===== config.mk =====
export PLATFORM = sky130hd
export DESIGN_NAME = bcd_seg_scan_driver
export DESIGN_NICKNAME = d
export VERILOG_FILES = /design/src/rtl/bcd_seg_scan_driver_pkg.sv /design/src/rtl/bcd_seg_scan_driver_bcd_to_seg.sv /design/src/rtl/bcd_seg_scan_driver.sv
export SDC_FILE = /design/constraint.sdc
export NUM_CORES = 1
export LEC_CHECK = 0
export ABC_AREA = 1
export BUFFER_PORTS_ARGS = -buffer_cell sky130_fd_sc_hd__clkbuf_2
export CAP_MARGIN = 5
export CORE_MARGIN = 8
export CORE_UTILIZATION = 47
export CTS_CLUSTER_DIAMETER = 60
export DETAILED_ROUTE_END_ITERATION = 12
export MAX_ROUTING_LAYER = met4
export PLACE_DENSITY = 0.67
export SLEW_MARGIN = 20
export SYNTH_ARGS = -nofsm -noshare
export SYNTH_HDL_FRONTEND = slang
export SYNTH_SLANG_ARGS = --single-unit

===== constraint.sdc =====
create_clock -name clock -period 2.32 [get_ports clock]
set_clock_uncertainty 0.1 [all_clocks]
set_input_delay 0.348 -clock clock [delete_from_list [all_inputs] [get_ports clock]]
set_output_delay 0.348 -clock clock [all_outputs]
set_load 0.01 [all_outputs]

===== src/rtl/bcd_seg_scan_driver_pkg.sv =====
`default_nettype none
// ---------------------------------------------------------------------------
// bcd_seg_scan_driver_pkg : shared codes, segment constants and glyph table
// Revision: 1.0
// ---------------------------------------------------------------------------
package bcd_seg_scan_driver_pkg;

  localparam logic [3:0] CODE_OVF = 4'b1010;
  localparam logic [3:0] CODE_OFF = 4'b1011;

  localparam logic [6:0] SEG_DASH = 7'b1000000;
  localparam logic [6:0] SEG_OFF  = 7'b0000000;

  // Active-high {g,f,e,d,c,b,a}; entry [0] is the glyph for digit 0.
  localparam logic [9:0][6:0] GLYPH_TABLE = {
    7'h6F, 7'h7F, 7'h07, 7'h7D, 7'h6D,
    7'h66, 7'h4F, 7'h5B, 7'h06, 7'h3F
  };

  typedef struct packed {
    logic       sign;
    logic [3:0] d1;
    logic [3:0] d2;
    logic [3:0] d3;
    logic [3:0] d4;
  } disp_data_t;

endpackage
`default_nettype wire


===== src/rtl/bcd_seg_scan_driver_bcd_to_seg.sv =====
`default_nettype none
// ---------------------------------------------------------------------------
// bcd_to_seg : combinational 4-bit code to active-high seven-segment glyph
// Revision: 1.0
// ---------------------------------------------------------------------------
module bcd_to_seg
  import bcd_seg_scan_driver_pkg::*;
(
  input  logic [3:0] code_i,
  output logic [6:0] seg_o
);

  always_comb begin
    seg_o = SEG_OFF;
    if (code_i <= 4'd9) begin
      seg_o = GLYPH_TABLE[code_i];
    end else if (code_i == CODE_OVF) begin
      seg_o = SEG_DASH;
    end
  end

endmodule
`default_nettype wire


===== src/rtl/bcd_seg_scan_driver.sv =====
`default_nettype none
// ---------------------------------------------------------------------------
// bcd_seg_scan_driver : 5-position multiplexed sign + quad-BCD display driver
// Revision: 1.0
// ---------------------------------------------------------------------------
module bcd_seg_scan_driver
  import bcd_seg_scan_driver_pkg::*;
#(
  parameter int CLK_DIV        = 50000,
  parameter int BLANK_CYCLES   = 2,
  parameter int SEG_ACTIVE_LOW = 1
) (
  input  logic       clock,
  input  logic       reset,
  input  logic       LOAD,
  input  logic       SIGNAL,
  input  logic [3:0] BCD1,
  input  logic [3:0] BCD2,
  input  logic [3:0] BCD3,
  input  logic [3:0] BCD4,
  output logic [6:0] SEG,
  output logic [4:0] ANODE,
  output logic       FRAME
);

  localparam int PW = $clog2(CLK_DIV);
  localparam int BW = (BLANK_CYCLES > 0) ? $clog2(BLANK_CYCLES + 1) : 1;
  localparam logic [PW-1:0] PRESC_MAX  = PW'(CLK_DIV - 1);
  localparam logic [BW-1:0] BLANK_LOAD = BW'(BLANK_CYCLES);
  localparam logic [6:0] SEG_IDLE   = (SEG_ACTIVE_LOW != 0) ? 7'h7F : 7'h00;
  localparam logic [4:0] ANODE_IDLE = (SEG_ACTIVE_LOW != 0) ? 5'h1F : 5'h00;

  logic [PW-1:0] presc_q, presc_d;
  logic [2:0]    idx_q, idx_d;
  logic [BW-1:0] blank_q, blank_d;
  disp_data_t    data_q, data_d;
  logic [6:0]    seg_q, seg_d;
  logic [4:0]    anode_q, anode_d;
  logic          frame_q, frame_d;

  logic       tick;
  logic [3:0] cur_code;
  logic       cur_lz;
  logic [6:0] cur_glyph;
  logic [6:0] seg_act;
  logic [4:0] anode_act;
  logic       lz1, lz2, lz3;

  bcd_to_seg u_bcd_to_seg (
    .code_i (cur_code),
    .seg_o  (cur_glyph)
  );

  assign tick = (presc_q == PRESC_MAX);
  assign lz1  = (data_q.d1 == 4'd0);
  assign lz2  = lz1 && (data_q.d2 == 4'd0);
  assign lz3  = lz2 && (data_q.d3 == 4'd0);

  always_comb begin
    presc_d = tick ? '0 : presc_q + PW'(1);
    idx_d   = idx_q;
    if (tick) begin
      idx_d = (idx_q == 3'd4) ? 3'd0 : idx_q + 3'd1;
    end
    blank_d = blank_q;
    if (tick) begin
      blank_d = BLANK_LOAD;
    end else if (blank_q != '0) begin
      blank_d = blank_q - BW'(1);
    end
    data_d  = LOAD ? {SIGNAL, BCD1, BCD2, BCD3, BCD4} : data_q;
    frame_d = tick && (idx_q == 3'd4);
  end

  // Digit select and leading-zero blanking for the position shown this cycle.
  always_comb begin
    cur_code = data_q.d4;
    cur_lz   = 1'b0;
    case (idx_q)
      3'd1: begin cur_code = data_q.d1; cur_lz = lz1; end
      3'd2: begin cur_code = data_q.d2; cur_lz = lz2; end
      3'd3: begin cur_code = data_q.d3; cur_lz = lz3; end
      default: begin cur_code = data_q.d4; cur_lz = 1'b0; end
    endcase
  end

  always_comb begin
    seg_act   = SEG_OFF;
    anode_act = 5'd0;
    if (blank_q == '0) begin
      anode_act = 5'd1 << idx_q;
      if (idx_q == 3'd0) begin
        seg_act = (data_q.sign && (data_q.d4 != CODE_OFF)) ? SEG_DASH : SEG_OFF;
      end else begin
        seg_act = cur_lz ? SEG_OFF : cur_glyph;
      end
    end
    seg_d   = (SEG_ACTIVE_LOW != 0) ? ~seg_act : seg_act;
    anode_d = (SEG_ACTIVE_LOW != 0) ? ~anode_act : anode_act;
  end

  always_ff @(posedge clock) begin
    if (reset) begin
      presc_q <= '0;
      idx_q   <= 3'd0;
      blank_q <= BLANK_LOAD;
      data_q  <= '{sign: 1'b0, d1: CODE_OFF, d2: CODE_OFF, d3: CODE_OFF, d4: CODE_OFF};
      seg_q   <= SEG_IDLE;
      anode_q <= ANODE_IDLE;
      frame_q <= 1'b0;
    end else begin
      presc_q <= presc_d;
      idx_q   <= idx_d;
      blank_q <= blank_d;
      data_q  <= data_d;
      seg_q   <= seg_d;
      anode_q <= anode_d;
      frame_q <= frame_d;
    end
  end

  assign SEG   = seg_q;
  assign ANODE = anode_q;
  assign FRAME = frame_q;

endmodule
`default_nettype wire


==> results of run 1 <==
==> per-layer routing <==
layer | up-vias | routed length (um)
met5 | - | 0
met4 | 0 | 98
met3 | 12 | 212
met2 | 33 | 2100
met1 | 854 | 2270
li1 | 1090 | -
==> worst reg2reg max path, stage by stage (launching register included) <==
cell	delay, ns
dfxtp_1	0.47
inv_4	0.10
ha_2	0.24
inv_1	0.13
nand3_4	0.12
nor2_2	0.11
nor2_2	0.06
ha_1	0.28
or2_1	0.24
nand2_1	0.07
nand2_1	0.05
==> placed cells by master (no fill, tap or decap), types with 2 or more instances in the layout <==
cell type and n:
a21oi_1 22, clkbuf_2 32, clkbuf_8 6, dfxtp_1 51, ha_1 9, inv_1 40
nand2_1 69, nand2_2 4, nand2_4 2, nand3_1 22, nand3_2 2, nand4_1 4
nor2_1 35, nor2_2 7, nor2_4 2, nor3_1 6, nor3_2 2, nor4_1 2
o211ai_1 2, o21ai_0 14, o21ai_1 4, o22ai_1 2, or2_0 2
==> final cells by class <==
cell class	count	share of cell area
flip-flops and latches	51	0.380
multi-input cells	220	0.432
inverters	42	0.0596
clock inverters	1	0.00326
repair buffers	33	0.0624
clock buffers	7	0.0321
well taps	67	0.0312
==> sequential cells by signal (all words and copies together) (netlist names) <==
signal,count
idx_q,3
presc_q,16
SEG,7
data_q,17
FRAME,1
ANODE,5
blank_q,2
==> kinds of logic (layout without fill, tap and decap cells) <==
| kind of cell | after synthesis | count (layout) |
|---|---|---|
| fa+ha+maj | 10 | 10 |
| buf+inv | 47 | 83 |
| xor+xnor | 1 | 1 |
| compound gates | 47 | 47 |
| flops | 51 | 51 |
| simple gates | 162 | 162 |
==> power groups by stage <==
stage          sequential (uW)  combinational [uW]  clock (uW)
6_report                   948                 185         526
5_1_grt                    954                 218         578
3_5_place_dp               968                 185           0
2_1_floorplan              964                 135           0
4_1_cts                    948                 188         541
3_3_place_gp               967                 181           0
==> path summary, 6_finish.rpt <==
check	depth (start not counted)	slack [ns]	start	endpoint
hold reg to reg	1	0.35	presc_q[0]	presc_q[0]
hold / removal	3	0.15	BCD3[3]	data_q[7]
setup / recovery	10	0.25	idx_q[2]	SEG[3]
setup reg to reg	10	0.25	idx_q[2]	SEG[3]
==> per-stage QoR <==
stage,instances,total power (uW)
2_1_floorplan,318,1100
3_3_place_gp,413,1150
3_5_place_dp,413,1150
4_1_cts,421,1680
5_1_grt,421,1750
6_report,421,1660
==> flow_summary.toml, run 1 <==
[sta]
fin_hold_ws_ns = 0.148
setup_viol = 0
rsz0062_at_grt = "no"
fmax_mhz = 483
setup_ws_ns = 0.248
period_needed_ns = 2.07
finalHoldViolations = 0
tightestPinTransition_ns = 0.422
drv_slew = 0
period_share = 0.893
fin_tns_setup_ns = 0
slew_headroom = 0.719

[clocking]
clkSlewWorstSetupHoldPaths_ns = 0.09
cts_max_path_buffers = 2
cts_buffers = 5
cts_resized = 0
htree_num_levels = 2
worstSkewPairLatency_ns = 0.31
cts_tree = "done"
cts_setup_buffers = 0
cts_root_buf = "clkbuf_8"
cts_sinks = 51
cts_hold_buf = 0

[floorplan]
die_y_um = 86.8
fp.dieW_um = 86.8
die_area_mm2 = 0.00754
rows = 25
core_area_mm2 = 0.00479
ioPinCount = 33
initial_utilization = 0.493

[synthesis]
synth_top_family_by_area = "simple AND/OR/NAND/NOR gates"
yosys_warnings = 0
synth_xor_area_frac = 0.00371
async_reset_ff_frac = 0
synth_edf_count = 0
synth_simple_gate_area_frac = 0.324
synth-main-ff-cell = "dfxtp_1"
synth_top_area_cell = "dfxtp_1"
synthTopCellsByArea = "dfxtp_1 (43%), nand2_1 (11%), inv_1 (6.4%)"
synth.area.mux_share = 0
synth_top_area_frac = 0.433
syn_nets = 348
synth-compound-area-share = 0.109
synth_cell_types = 32
synth_commonest_cells = "nand2_1 (69), dfxtp_1 (51), inv_1 (40), nor2_1 (36)"
seq_area_frac_synth = 0.433
synthAdderAreaFrac = 0.0531
postSynthAreaPerCell_um2 = 7.42
synth.ff_latch_count = 51
synthCells = 318
yosysMostFrequentCell = "nand2_1"
syn-cell-area_mm2 = 0.00236

[placement]
port_buffers = 32
routabilityCongestion = 0.813
dpl_cell_area_mm2 = 0.00259
hpwl_um = 3700
preCtsSetupSlack_ns = 0.211

[route]
route.detailed.drc = 0
drtIter0Drc = 137
drt_pass1_iterations = 4
wl_um = 4680
ant_nets = 0
vias_per_cell = 4.72
detailroute.via_count = 1989
wl_per_cell_um = 11.1

[cells_and_area]
syn_to_final_growth_pct = 14.0
antenna_cells = 0
fin_nets = 383
fillCellCount = 478
seqCellArea_mm2 = 0.00102
fin_util = 0.562
stdcell_area_mm2 = 0.00269
drive_gt1_frac = 0.181
multiInputGateArea_mm2 = 0.00116

[setup_path]
crit_required_ns = 2.41
crit_path_end_kind = "register"
cp-start-kind = "register"
cp_max_fo = 7
cpPeakStageDelay_ns = 0.47
worstPathArrival_ns = 2.16
crit_family = "simple AND/OR/NAND/NOR gates"
critPathKind = "reg -> reg"
crit_buf_inv = 2
critPathSlowestCell = "dfxtp_1"
path_cells = "inv_4 > ha_2 > inv_1 > nand3_4 > nor2_2 > nor2_2 > ha_1 > or2_1 > nand2_1 > nand2_1"

[run_status]
status = "completed"

[power_and_ir_drop]
clkPwrFrac = 0.317
p_per_area_mw_per_mm2 = 617
p_leak_uw = 0.00118
p_sw_uw = 418
p_sw_frac = 0.252
pwr-share-seq = 0.571
p_int_uw = 1240
vdd_ir_drop_max_mv = 0.295
combPwrFrac = 0.112

[grt]
antenna_found_initial = 0
use_met1 = 0.163
grt_overflow = 0
grt_max_degree = 21
grt_pass1_vias = 1906
met3_usage = 0.0406
top_usage_layer = "met2"
grt_use_met2 = 0.215
grt_usage = 0.138
grt_pass1_wl_um = 8200

[job]
maxCapViolCount = 0

[worst_hold_path]
worstHoldPathType = "in -> reg"
No activity file was read; power rests on OpenSTA's default activity.
==> inputs of run 2 (changes only) <==
RECOVER_POWER = 25   (was unset)
==> flow_summary.toml, run 2 (synthesis results as in run 1) <==
[setup_path]
reg2reg_depth = 10
cpPeakStageDelay_ns = 0.47
path_cells = "inv_4 > ha_2 > inv_1 > nand3_4 > nor2_2 > nor2_2 > ha_1 > or2_1 > nand2_1 > nand2_1"
cp.depth = 10
crit_family = "simple AND/OR/NAND/NOR gates"
cp-start-kind = "register"
worstPathArrival_ns = 2.16
crit_required_ns = 2.41
critPathKind = "reg -> reg"
crit_path_end_kind = "register"
crit_buf_inv = 2
critPathSlowestCell = "dfxtp_1"
cp_max_fo = 7

[sta]
period_needed_ns = 2.07
fin_tns_setup_ns = 0
rsz0062_at_grt = "no"
finalHoldViolations = 0
tightestPinTransition_ns = 0.693
slew_headroom = 0.538
drv_slew = 0
setup_viol = 0
fin_hold_ws_ns = 0.148
period_share = 0.893
fmax_mhz = 483

[clocking]
htree_num_levels = 2
worstSkewPairLatency_ns = 0.31
cts_setup_buffers = 0
cts_resized = 0
cts_hold_buf = 0
cts_root_buf = "clkbuf_8"
cts_max_path_buffers = 2
clkSlewWorstSetupHoldPaths_ns = 0.09
cts_sinks = 51
cts_buffers = 5
cts_tree = "done"

[power_and_ir_drop]
vdd_ir_drop_max_mv = 0.295
power_uw = 1660
p_leak_uw = 0.00117
p_per_area_mw_per_mm2 = 618

[grt]
grt_pass1_vias = 1906
grt_overflow = 0
grt_pass1_wl_um = 8200
antenna_found_initial = 0
grt_usage = 0.138
grt_max_degree = 21

[route]
drt_pass1_iterations = 4
ant_nets = 0
vias_per_cell = 4.73
wl_per_cell_um = 11.1
drtIter0Drc = 147
wl_um = 4690
detailroute.via_count = 1990
route.detailed.drc = 0

[floorplan]
fp.dieW_um = 86.8
initial_utilization = 0.493
ioPinCount = 33
die_y_um = 86.8
rows = 25
core_area_mm2 = 0.00479
die_area_mm2 = 0.00754

[run_status]
status = "completed"

[job]
maxCapViolCount = 0

[cells_and_area]
syn_to_final_growth_pct = 13.8
largest_register_ffs = 17
drive_gt1_frac = 0.175
final_cell_mix = "nand2_1 (69), dfxtp_1 (51), inv_1 (40), nor2_1 (35), clkbuf_2 (30)"
top_register = "data_q"
fin_nets = 383
final_common_cell = "nand2_1"
antenna_cells = 0

[worst_hold_path]
holdPathStages = 3
worstHoldPathType = "in -> reg"

[placement]
hpwl_um = 3700
port_buffers = 32
routabilityCongestion = 0.813
[run 2: cell types whose count changed in the layout (fill, tap and decap cells not counted)]
cell      change
clkbuf_2      -2
clkbuf_1      +2
[run 2: cell type report]
class                      instances  area [um2]
inverter                          42         160
clock inverter                     1        8.76
multi-input combinational        220        1160
clock buffer                       7        86.3
sequential                        51        1020
timing repair buffer              33         165
fill                             477        2100
tap                               67        83.8
[run 2: power breakdown]
group          internal (uW)  total (uW)  switching, uW
Sequential               921         948           26.7
Clock                    245         526            281
Combinational           74.6         185            111
Total                   1240        1660            418
[run 2: worst paths after layout]
check | endpoint | slack [ns] | startpoint
setup / recovery | SEG[3] | 0.25 | idx_q[2]
hold / removal | data_q[7] | 0.15 | BCD3[3]
setup reg to reg | SEG[3] | 0.25 | idx_q[2]
hold reg to reg | presc_q[0] | 0.35 | presc_q[0]
[run 2: worst register-to-register path, cell delays in order, from the launching register on]
cell	delay [ns]
dfxtp_1	0.47
inv_4	0.10
ha_2	0.24
inv_1	0.13
nand3_4	0.12
nor2_2	0.11
nor2_2	0.06
ha_1	0.28
or2_1	0.24
nand2_1	0.07
nand2_1	0.05
[run 2: through the flow]
| stage | worst slack [ns] | instance area [um2] | instances | utilization |
|---|---|---|---|---|
| 2_1_floorplan | 0.337 | 2360 | 318 | - |
| 3_3_place_gp | 0.250 | 2590 | 413 | 0.541 |
| 3_5_place_dp | 0.211 | 2590 | 413 | 0.541 |
| 4_1_cts | 0.176 | 2680 | 421 | 0.561 |
| 5_1_grt | 0.00143 | 2690 | 421 | 0.561 |
| 6_report | 0.248 | 2690 | 421 | 0.561 |
[run 2: per-layer routing]
layer	GRT usage	vias up	part of all wire
met5	-	-	0
met4	0.0548	0	0.021
met3	0.0406	12	0.045
met2	0.215	33	0.45
met1	0.163	856	0.49
li1	-	1089	-
==> inputs of run 3 (changes only) <==
--- a/constraint.sdc
+++ b/constraint.sdc
@@ -4,2 +4,2 @@
 set_output_delay 0.348 -clock clock [all_outputs]
-set_load 0.01 [all_outputs]
+set_load 0.02 [all_outputs]
==> flow_summary.toml, run 3 (synthesis results as in run 1) <==
[setup_path]
crit_path_end_kind = "register"
worstPathArrival_ns = 2.16
cp_max_fo = 7
crit_required_ns = 2.41
crit_buf_inv = 2
cpPeakStageDelay_ns = 0.47
crit_family = "simple AND/OR/NAND/NOR gates"
path_cells = "inv_4 > ha_2 > inv_1 > nand3_4 > nor2_2 > nor2_2 > ha_1 > or2_1 > nand2_1 > nand2_1"
critPathSlowestCell = "dfxtp_1"
cp-start-kind = "register"
critPathKind = "reg -> reg"

[power_and_ir_drop]
p_per_area_mw_per_mm2 = 619
p_leak_uw = 0.00118
vdd_ir_drop_max_mv = 0.295

[route]
wl_um = 4690
wl_per_cell_um = 11.1
route.detailed.drc = 0
drt_pass1_iterations = 4
ant_nets = 0
drtIter0Drc = 147
detailroute.via_count = 1990
vias_per_cell = 4.73

[clocking]
clkSlewWorstSetupHoldPaths_ns = 0.09
cts_tree = "done"
cts_sinks = 51
worstSkewPairLatency_ns = 0.31
cts_max_path_buffers = 2
cts_root_buf = "clkbuf_8"
htree_num_levels = 2
cts_buffers = 5
cts_hold_buf = 0

[floorplan]
ioPinCount = 33
initial_utilization = 0.493
die_y_um = 86.8
core_area_mm2 = 0.00479
fp.dieW_um = 86.8
die_area_mm2 = 0.00754
rows = 25

[cells_and_area]
antenna_cells = 0
final_common_cell = "nand2_1"
final_cell_mix = "nand2_1 (69), dfxtp_1 (51), inv_1 (40), nor2_1 (35), clkbuf_2 (31)"
syn_to_final_growth_pct = 13.9
largest_register_ffs = 17
multiInputGateArea_mm2 = 0.00116
seqCellArea_mm2 = 0.00102
fin_cells = 421
fillCellCount = 479
drive_gt1_frac = 0.178
fin_nets = 383
fin_util = 0.561
top_register = "data_q"

[run_status]
status = "completed"

[sta]
fin_tns_setup_ns = 0
fmax_mhz = 483
period_needed_ns = 2.07
finalHoldViolations = 0
drv_slew = 0
setup_viol = 0
period_share = 0.893
slew_headroom = 0.538
rsz0062_at_grt = "no"
tightestPinTransition_ns = 0.693
setup_ws_ns = 0.248

[placement]
port_buffers = 32
hpwl_um = 3700
dp_cells = 413
preCtsSetupSlack_ns = 0.211
routabilityCongestion = 0.813

[grt]
grt_overflow = 0
grt_usage = 0.138
grt_pass1_wl_um = 8200
grt_max_degree = 21
grt_pass1_vias = 1906
antenna_found_initial = 0

[job]
maxCapViolCount = 0

[worst_hold_path]
worstHoldPathType = "in -> reg"
run 3: cell types whose count changed in the layout (fill, tap and decap cells not counted):
cell,change
clkbuf_2,+1
clkbuf_1,-1
run 3: worst paths after layout:
kind	start	end	slack [ns]	cells past startpoint
setup / recovery	idx_q[2]	SEG[3]	0.25	10
hold / removal	BCD3[3]	data_q[7]	0.15	3
setup reg to reg	idx_q[2]	SEG[3]	0.25	10
hold reg to reg	presc_q[0]	presc_q[0]	0.35	1
run 3: power breakdown:
part	leakage (uW)	switching [uW]	internal [uW]	total [uW]
combinational	0.000710	114	74.6	189
sequential	0.000417	26.7	921	948
clock	0.0000484	281	245	526
run 3: worst reg2reg max path: cells and delay by family (launching register included):
kind          cells  cell delay, ns
simple gates      6            0.65
fa+ha+maj         2            0.52
flops             1            0.47
buf+inv           2            0.23
run 3: area by class of cell:
cell class / instances / share of cell area
Tap cell: 67 / 0.0312
Timing Repair Buffer: 33 / 0.0619
Sequential cell: 51 / 0.380
Multi-Input combinational cell: 220 / 0.432
Clock inverter: 1 / 0.00326
Clock buffer: 7 / 0.0321
Inverter: 42 / 0.0596
run 3: timing repair:
| item | 4_1_cts | 5_1_grt |
|---|---|---|
| buffers inserted | 0 | 0 |
| endpoints found under the setup margin | 0 | 6 |
| resized for setup | 0 | 2 |
run 3: layer usage:
layer,wire length (um),GRT usage,share of wire
met1,2270,0.163,0.49
met2,2100,0.215,0.45
met3,212,0.0406,0.045
met4,98,0.0548,0.021
met5,0,-,0
run 3: per-stage QoR:
step / hold WS (ns) / instance area (um2) / power (uW)
final: 0.148 / 2690 / 1660
after detailed placement: 0.346 / 2590 / 1160
after global placement: 0.333 / 2590 / 1150
after floorplan: 0.317 / 2360 / 1100
after global routing: 0.136 / 2690 / 1750
after CTS: 0.141 / 2680 / 1680
